==> src/rtl/fetch_decode_skid_stage_pkg.sv <==
// Package fd_pipe_pkg: shared types and constants for the IF->ID skid stage.
//   fd_payload_t : default-width payload record {pc, pc_plus4, instr, pred}
//   fd_state_e   : skid FSM state encoding {EMPTY, BUSY, FULL}
//   RV_NOP       : addi x0,x0,0, the bubble encoding used by FD_BUBBLE_NOP_EN builds
package fd_pipe_pkg;

   localparam int unsigned FD_XLEN   = 32;
   localparam int unsigned FD_ILEN   = 32;
   localparam int unsigned FD_PRED_W = 1;

   localparam logic [31:0] RV_NOP = 32'h0000_0013;

   typedef struct packed {
      logic [FD_XLEN-1:0]   pc;
      logic [FD_XLEN-1:0]   pc_plus4;
      logic [FD_ILEN-1:0]   instr;
      logic [FD_PRED_W-1:0] pred;
   } fd_payload_t;

   typedef enum logic [1:0] {
      EMPTY = 2'd0,
      BUSY  = 2'd1,
      FULL  = 2'd2
   } fd_state_e;

endpackage

==> src/rtl/fetch_decode_skid_stage_if.sv <==
// Valid/ready payload bus between pipeline stages.
//   valid    : producer presents a payload
//   ready    : consumer accepts
//   pc       : XLEN program counter
//   pc_plus4 : XLEN PC+4
//   instr    : ILEN instruction
//   pred     : PRED_W branch-predictor metadata
// Modports: master = producer side, slave = consumer side.
interface fetch_decode_skid_stage_if #(
   parameter int unsigned XLEN   = 32,
   parameter int unsigned ILEN   = 32,
   parameter int unsigned PRED_W = 1
);

   logic              valid;
   logic              ready;
   logic [XLEN-1:0]   pc;
   logic [XLEN-1:0]   pc_plus4;
   logic [ILEN-1:0]   instr;
   logic [PRED_W-1:0] pred;

   modport master (
      output valid, pc, pc_plus4, instr, pred,
      input  ready
   );

   modport slave (
      input  valid, pc, pc_plus4, instr, pred,
      output ready
   );

endinterface

==> src/rtl/fetch_decode_skid_stage.sv <==
// IF->ID pipeline stage with valid/ready handshake and a 2-entry skid buffer.
// ready is registered, so the decode stall never reaches fetch combinationally.
// Ports:
//   clk     : clock, rising edge
//   rst     : synchronous reset, active-high (clears state and payload)
//   flush_i : synchronous kill of all held entries (redirect)
//   fetch   : slave side of the bus from fetch (valid/ready/pc/pc_plus4/instr/pred)
//   decode  : master side of the bus into decode
// Optional build macro FD_BUBBLE_NOP_EN: while valid is low, instr shows
// NOP_INSTR and pred shows 0 so decode may ignore valid.
module fetch_decode_skid_stage
   import fd_pipe_pkg::*;
#(
   parameter int unsigned XLEN      = 32,
   parameter int unsigned ILEN      = 32,
   parameter int unsigned PRED_W    = 1,
   parameter logic [31:0] NOP_INSTR = RV_NOP
) (
   input  logic                       clk,
   input  logic                       rst,
   input  logic                       flush_i,
   fetch_decode_skid_stage_if.slave   fetch,
   fetch_decode_skid_stage_if.master  decode
);

   typedef struct packed {
      logic [XLEN-1:0]   pc;
      logic [XLEN-1:0]   pc_plus4;
      logic [ILEN-1:0]   instr;
      logic [PRED_W-1:0] pred;
   } payload_t;

   fd_state_e state_q;
   logic      valid_q;
   logic      ready_q;
   payload_t  main_q;
   payload_t  skid_q;
   payload_t  in_pl;
   logic      in_fire;
   logic      out_fire;

   assign in_pl    = '{pc: fetch.pc, pc_plus4: fetch.pc_plus4,
                       instr: fetch.instr, pred: fetch.pred};
   assign in_fire  = fetch.valid & ready_q;
   assign out_fire = valid_q & decode.ready;

   // valid_q/ready_q are loaded with the decode of the next state, so they
   // always equal (state!=EMPTY) and (state!=FULL) without output logic.
   always_ff @(posedge clk) begin
      if (rst) begin
         state_q <= EMPTY;
         valid_q <= 1'b0;
         ready_q <= 1'b1;
         main_q  <= '0;
         skid_q  <= '0;
      end else if (flush_i) begin
         state_q <= EMPTY;
         valid_q <= 1'b0;
         ready_q <= 1'b1;
      end else begin
         unique case (state_q)
            EMPTY: begin
               if (in_fire) begin
                  main_q  <= in_pl;
                  state_q <= BUSY;
                  valid_q <= 1'b1;
                  ready_q <= 1'b1;
               end
            end
            BUSY: begin
               if (in_fire && out_fire) begin
                  main_q <= in_pl;
               end else if (in_fire) begin
                  skid_q  <= in_pl;
                  state_q <= FULL;
                  ready_q <= 1'b0;
               end else if (out_fire) begin
                  state_q <= EMPTY;
                  valid_q <= 1'b0;
               end
            end
            FULL: begin
               // ready is low here, so no input can arrive alongside the drain
               if (out_fire) begin
                  main_q  <= skid_q;
                  state_q <= BUSY;
                  ready_q <= 1'b1;
               end
            end
            default: begin
               state_q <= EMPTY;
               valid_q <= 1'b0;
               ready_q <= 1'b1;
            end
         endcase
      end
   end

   assign fetch.ready     = ready_q;
   assign decode.valid    = valid_q;
   assign decode.pc       = main_q.pc;
   assign decode.pc_plus4 = main_q.pc_plus4;

`ifdef FD_BUBBLE_NOP_EN
   assign decode.instr = valid_q ? main_q.instr : ILEN'(NOP_INSTR);
   assign decode.pred  = valid_q ? main_q.pred  : '0;
`else
   assign decode.instr = main_q.instr;
   assign decode.pred  = main_q.pred;
`endif

endmodule

==> src/flat_wrapper.sv <==
// flat-port wrapper written by rule: the top's interface ports become plain ports
module fetch_decode_skid_stage_flat import fd_pipe_pkg::*;
#(
   parameter int unsigned XLEN      = 32,
   parameter int unsigned ILEN      = 32,
   parameter int unsigned PRED_W    = 1,
   parameter logic [31:0] NOP_INSTR = RV_NOP
)
  (clk, rst, flush_i, fetch_valid, fetch_pc, fetch_pc_plus4, fetch_instr, fetch_pred, fetch_ready, decode_valid, decode_pc, decode_pc_plus4, decode_instr, decode_pred, decode_ready);
  fetch_decode_skid_stage_if #(.XLEN(XLEN), .ILEN(ILEN), .PRED_W(PRED_W)) fetch_i ();
  fetch_decode_skid_stage_if #(.XLEN(XLEN), .ILEN(ILEN), .PRED_W(PRED_W)) decode_i ();
  input  logic clk;
  input  logic rst;
  input  logic flush_i;
  input wire logic [$bits(fetch_i.valid)-1:0] fetch_valid;
  input wire logic [$bits(fetch_i.pc)-1:0] fetch_pc;
  input wire logic [$bits(fetch_i.pc_plus4)-1:0] fetch_pc_plus4;
  input wire logic [$bits(fetch_i.instr)-1:0] fetch_instr;
  input wire logic [$bits(fetch_i.pred)-1:0] fetch_pred;
  output wire logic [$bits(fetch_i.ready)-1:0] fetch_ready;
  output wire logic [$bits(decode_i.valid)-1:0] decode_valid;
  output wire logic [$bits(decode_i.pc)-1:0] decode_pc;
  output wire logic [$bits(decode_i.pc_plus4)-1:0] decode_pc_plus4;
  output wire logic [$bits(decode_i.instr)-1:0] decode_instr;
  output wire logic [$bits(decode_i.pred)-1:0] decode_pred;
  input wire logic [$bits(decode_i.ready)-1:0] decode_ready;
  assign fetch_i.valid = fetch_valid;
  assign fetch_i.pc = fetch_pc;
  assign fetch_i.pc_plus4 = fetch_pc_plus4;
  assign fetch_i.instr = fetch_instr;
  assign fetch_i.pred = fetch_pred;
  assign fetch_ready = fetch_i.ready;
  assign decode_valid = decode_i.valid;
  assign decode_pc = decode_i.pc;
  assign decode_pc_plus4 = decode_i.pc_plus4;
  assign decode_instr = decode_i.instr;
  assign decode_pred = decode_i.pred;
  assign decode_i.ready = decode_ready;
  fetch_decode_skid_stage #(.XLEN(XLEN), .ILEN(ILEN), .PRED_W(PRED_W), .NOP_INSTR(NOP_INSTR)) u_core (.clk(clk), .rst(rst), .flush_i(flush_i), .fetch(fetch_i), .decode(decode_i));
endmodule
==> config.mk <==
export PLATFORM = sky130hd
export DESIGN_NAME = fetch_decode_skid_stage_flat
export DESIGN_NICKNAME = d
export VERILOG_FILES = /design/src/rtl/fetch_decode_skid_stage_pkg.sv /design/src/rtl/fetch_decode_skid_stage_if.sv /design/src/rtl/fetch_decode_skid_stage.sv /design/src/flat_wrapper.sv
export SDC_FILE = /design/constraint.sdc
export NUM_CORES = 1
export LEC_CHECK = 0
export ABC_AREA = 1
export CORE_MARGIN = 5
export CORE_UTILIZATION = 29
export CTS_CLUSTER_DIAMETER = 60
export DETAILED_ROUTE_END_ITERATION = 8
export SLEW_MARGIN = 20
export SYNTH_ARGS = -nofsm -noshare
export SYNTH_HDL_FRONTEND = slang
export SYNTH_SLANG_ARGS = --single-unit
==> constraint.sdc <==
create_clock -name clk -period 1.3 [get_ports clk]
set_input_delay 0.26 -clock clk [delete_from_list [all_inputs] [get_ports clk]]
set_output_delay 0.26 -clock clk [all_outputs]
set_load 0.1 [all_outputs]
# Word level (Yosys, flattened, before mapping)

Cells that the tools add are included.

Bits in registers: 198
Input port bits: 102
Output and inout port bits: 99
Word-level logic and storage cells: 54

Eq/ne operators: 10
Multiplexer cells: 19
Bitwise operators: 5
Reduce and logical (&&, ||, !) cells: 9

Operators with widths:

| kind                                          | count |
|---|---|
| two-way mux 97 bit                            | 3 |
| one-hot mux 97 bit (3 select lines)           | 1 |
| AND reduction 4 bit                           | 3 |
| two-way mux 2 bit                             | 5 |
| != test 2 x 1 -> 1 bit, second input constant | 5 |
| AND reduction 5 bit                           | 2 |
| two-way mux 1 bit                             | 7 |
| one-hot mux 1 bit (3 select lines)            | 2 |
| one-hot mux 2 bit (3 select lines)            | 1 |
| != test 2 bit, second input constant          | 2 |
| != test 3 x 1 -> 1 bit, second input constant | 1 |
| NOT 1 bit                                     | 3 |
| nonzero test 3 bit                            | 1 |
| bitwise AND 1 bit                             | 2 |
| == test 2 x 1 -> 1 bit, second input constant | 1 |
| == test 2 bit, second input constant          | 1 |
| logical NOT 2 bit                             | 1 |
| OR reduction 2 bit                            | 1 |
| logical AND 1 bit                             | 1 |

# Longest topological paths before layout

Depth in word-level cells: 5
Gate-level depth with buffers: 10
Depth with buffers taken out: 8

# Worst setup path after synthesis

No wires, ideal clock.

Path type: reg-to-reg
From: register u_core.ready_q, in the netlist u_core.fetch.ready
To: register u_core.main_q (netlist bit u_core.decode.instr[13])
Setup time: 0.119 ns
Data arrival time: 2.030 ns
Data required time: 1.181 ns
Slack: -0.849 ns
Stages on the path, launching flop included: 10
Buffers on the path: 2
Period minus slack after synthesis: 2.149 ns
Path through: dfxtp_1 nand2_1 nor2_1 nand2_1 nand2_2 buf_4 buf_2 nand3b_1 nand2_1 nor2_1

Cells in the longest elaborated chain, start to end: 4
Elaborated cells on any way between the ends: 5
Those cells by class: 2 x eq/ne; 1 x bitwise; 2 x reduce/logical

Ends and longest elaborated chain:

| item                                    | line                          | text |
|---|---|---|
| from (decl)                             | fetch_decode_skid_stage.sv:35 | `logic ready_q;` |
| from (signal assigned)                  | fetch_decode_skid_stage.sv:53 | `ready_q <= 1'b1;` |
| from (signal assigned)                  | fetch_decode_skid_stage.sv:59 | `ready_q <= 1'b1;` |
| from (signal assigned)                  | fetch_decode_skid_stage.sv:67 | `ready_q <= 1'b1;` |
| bitwise AND 1 bit *                     | fetch_decode_skid_stage.sv:44 | `assign in_fire = fetch.valid & ready_q;` |
| logical AND 1 bit                       | fetch_decode_skid_stage.sv:71 | `if (in_fire && out_fire) begin` |
| != test 2 x 1 -> 1 bit (no source line) | -                             |  |
| AND reduction 5 bit (no source line) *  | -                             |  |
| to (signal assigned)                    | fetch_decode_skid_stage.sv:64 | `main_q <= in_pl;` |
| to (signal assigned)                    | fetch_decode_skid_stage.sv:72 | `main_q <= in_pl;` |
| to (signal assigned)                    | fetch_decode_skid_stage.sv:85 | `main_q <= skid_q;` |
| to (decl)                               | fetch_decode_skid_stage.sv:36 | `payload_t main_q;` |

Mark *: on every way between the ends. The rest lies on a longest branch, timed or not.
A chain may end at the register's enable or synchronous reset.

# Worst setup path after layout

From: register u_core.valid_q, in the netlist u_core.decode.valid
To: register u_core.skid_q[28] (netlist bit)

Cells in the longest elaborated chain, start to end: 4

Ends and longest elaborated chain:

| item                                 | line                          | text |
|---|---|---|
| from (decl)                          | fetch_decode_skid_stage.sv:34 | `logic valid_q;` |
| from (signal assigned)               | fetch_decode_skid_stage.sv:52 | `valid_q <= 1'b0;` |
| from (signal assigned)               | fetch_decode_skid_stage.sv:58 | `valid_q <= 1'b0;` |
| from (signal assigned)               | fetch_decode_skid_stage.sv:66 | `valid_q <= 1'b1;` |
| bitwise AND 1 bit                    | fetch_decode_skid_stage.sv:45 | `assign out_fire = valid_q & decode.ready;` |
| logical AND 1 bit                    | fetch_decode_skid_stage.sv:71 |  |
| NOT 1 bit (no source line)           | -                             |  |
| AND reduction 4 bit (no source line) | -                             |  |
| to (signal assigned)                 | fetch_decode_skid_stage.sv:74 | `skid_q <= in_pl;` |
| to (decl)                            | fetch_decode_skid_stage.sv:37 | `payload_t skid_q;` |

Every way passes these cells.

==> flow_summary.json <==
{
  "place_hpwl_um": 19990,
  "clkTransAtPathRegs_ns": 0.08,
  "netlist_area_um2": 9349,
  "cp_max_fo": 14,
  "vdd_drop_max_mv": 0.8135,
  "grt_pass1_vias": 9164,
  "slew_viol_final": 0,
  "min_path_cells": 3,
  "ant_nets": 0,
  "ys_types": 20,
  "ys_ff_latch": 198,
  "total_power_mw": 18.55,
  "die_h_um": 189.6,
  "cts_sinks": 198,
  "finalWorstSetupSlack_ns": -0.2186,
  "finalSetupViolCount": 199,
  "postSynthCellCount": 1337,
  "stdcell_count": 1995,
  "die_area_um2": 35930,
  "start_util_pct": 29.48,
  "hold_ws_ns": 0.2762,
  "final_nets": 1681,
  "root_buffer": "clkbuf_16",
  "placeableCoreArea_um2": 31720,
  "area_growth_pct": 75.29,
  "hold_viol_final": 0,
  "drt-total-wl_um": 38590,
  "reg2reg_to": "u_core.skid_q[28]",
  "hold_class": "primary input to register",
  "rsz0062_at_grt": "true",
  "grt_usage_pct": 17.39,
  "dr.first_iter.drc_count": 882,
  "status": "finished, violations left",
  "skew_ns": 0.01590,
  "antenna_found_initial": 1,
  "p_int_mw": 11.83,
  "dieWidth_um": 189.6,
  "p_comb_share_pct": 32.5,
  "tns_ns": -24.93,
  "clock_latency_ns": 0.44,
  "clk_path_buf_depth": 2,
  "crit_type": "register to register",
  "synth_fp_nets": 1439,
  "grt_max_degree": 58,
  "rrSetupSlack_ns": -0.22,
  "pwr_density_cell_nw_per_um2": 1132,
  "worstSetupEndpointType": "register",
  "drc": 0,
  "post-route-cell-area_um2": 16390,
  "fin_crit_sh_pct": 116.8,
  "layout_min_cycle_time_ns": 1.519,
  "maxCapViolCount": 0,
  "pre_cts_ws_ns": -0.5908,
  "numCtsBuffers": 17,
  "hold_start": "rst",
  "overflow": 0,
  "setup.worst_path.start_class": "register",
  "cts_tree": "built",
  "dpl-instance-area_um2": 13100,
  "p_leak_nw": 6.456,
  "min_to": "u_core.skid_q[24]",
  "dp_cells": 1890,
  "slew_headroom_pct": 75.56,
  "max_freq_mhz": 658.5,
  "htreeDepth": 4,
  "p_clk_share_pct": 31.0,
  "cp.arrival_ns": 1.88,
  "vias_per_cell": 5.145,
  "io_buffers": 200,
  "seq_power_share_pct": 36.5,
  "wire_per_inst_um": 19.34,
  "io_pins": 201,
  "gp_congestion": 0.7730,
  "placementRows": 65,
  "drt-pass1-iter-count": 5,
  "vias": 10265,
  "worst_pin_slew_ns": 0.3665,
  "yosys_warnings": 0,
  "rr_startpoint": "u_core.decode.valid",
  "grt_pass1_wl_um": 50880,
  "avgSynthCellArea_um2": 6.992,
  "finish.utilization_pct": 51.67,
  "r2r_cells": 8,
  "switching_share_pct": 36.22,
  "seq_area_frac_synth_pct": 42.40,
  "p_sw_mw": 6.720,
  "drive_above_1_share_pct": 35.30,
  "violations": "setup timing",
  "crit_required_ns": 1.66
}
cell families (layout without fill, tap and decap cells):
family	Yosys count	in the layout	share of synthesized area, %
and+or+nand+nor	806	813	39.21
buffers and inverters	135	383	7.762
other	0	1	0
AOI/OAI and AO/OA	198	198	10.63
DFF	198	198	42.40
routing by layer:
layer / GRT usage, % / vias to the layer above / share of wire, %
met4: 3.673 / 0 / 1.6
met1: 24.69 / 4847 / 45
met3: 3.798 / 52 / 7.3
met2: 27.30 / 426 / 46
li1: - / 4940 / -
met5: 0 / - / 0
cell usage in the layout (no fill, tap or decap), drive strengths merged, types with 2 or more instances in the layout:
master           n
clkdlybuf4s50  100
nand3          197
inv             19
a21oi          196
nor2           107
nand2          411
nand3b          97
buf            208
clkinv           6
dfxtp          198
clkbuf          48
bufinv           2
worst max-delay path, cell delays in order (launching register included):
cell and delay [ns]:
dfxtp_4 0.35, nand2_4 0.08, buf_6 0.11, inv_4 0.04, nor2_4 0.18, buf_12 0.21, clkbuf_16 0.20, nand3_1 0.09
a21oi_1 0.17
power by group through the flow:
stage	clock network, mW	logic, mW	registers [mW]
after floorplan	0	1.33	8.54
after global placement	0	5.05	6.83
after detailed placement	0	5.08	6.83
after CTS	5.85	5.36	6.69
after global routing	6.08	6.29	6.81
final	5.75	6.04	6.77
flip-flops by register name, summed over array words and instances, names as in the netlist:
| register | cells |
|---|---|
| u_core.decode.pc | 32 |
| u_core.decode.valid | 1 |
| u_core.decode.instr | 32 |
| u_core.state_q | 2 |
| u_core.decode.pred | 1 |
| u_core.skid_q | 97 |
| u_core.fetch.ready | 1 |
| u_core.decode.pc_plus4 | 32 |
worst max-delay path by stage:
stage,from,to,slack [ns]
after detailed placement,fetch_valid,u_core.decode.pc_plus4[13],-0.59
after global routing,u_core.decode.valid,u_core.skid_q[26],-0.27
after CTS,u_core.decode.valid,u_core.decode.pc_plus4[8],-0.15
after floorplan,u_core.decode.valid,u_core.decode.instr[13],-0.14
after global placement,decode_ready,u_core.decode.pc_plus4[13],-0.57
final,u_core.decode.valid,u_core.skid_q[28],-0.22
synthesized netlist by cell type, drive strengths merged:
cell	instances	share of area, %
o211ai	1	0.080
nand3b	97	7.8
nor2	107	4.5
inv	10	0.43
a21oi	196	10
nand2	404	16
buf	78	5.4
nand3	197	11
clkbuf	47	1.9
dfxtp	198	42
o21ai	1	0.053
or2	1	0.067
layout make-up:
class                      count  area [um2]
antenna                        1       2.502
clock buffer                  17       425.4
clock inverter                15       206.4
fill                        2870       15330
inverter                      10       65.06
multi-input combinational   1011        5729
sequential                   198        4086
tap                          402       503.0
timing repair buffer         339        5348
timing repair inverter         2       22.52
timing repair:
item	4_1_cts	5_1_grt
pin swaps	20	46
gates cloned	12	42
hold buffers	0	0
setup endpoints to repair	245	285
buffers inserted	5	15
resized for setup	41	349
Note: power is estimated with default switching activity, not from simulation.
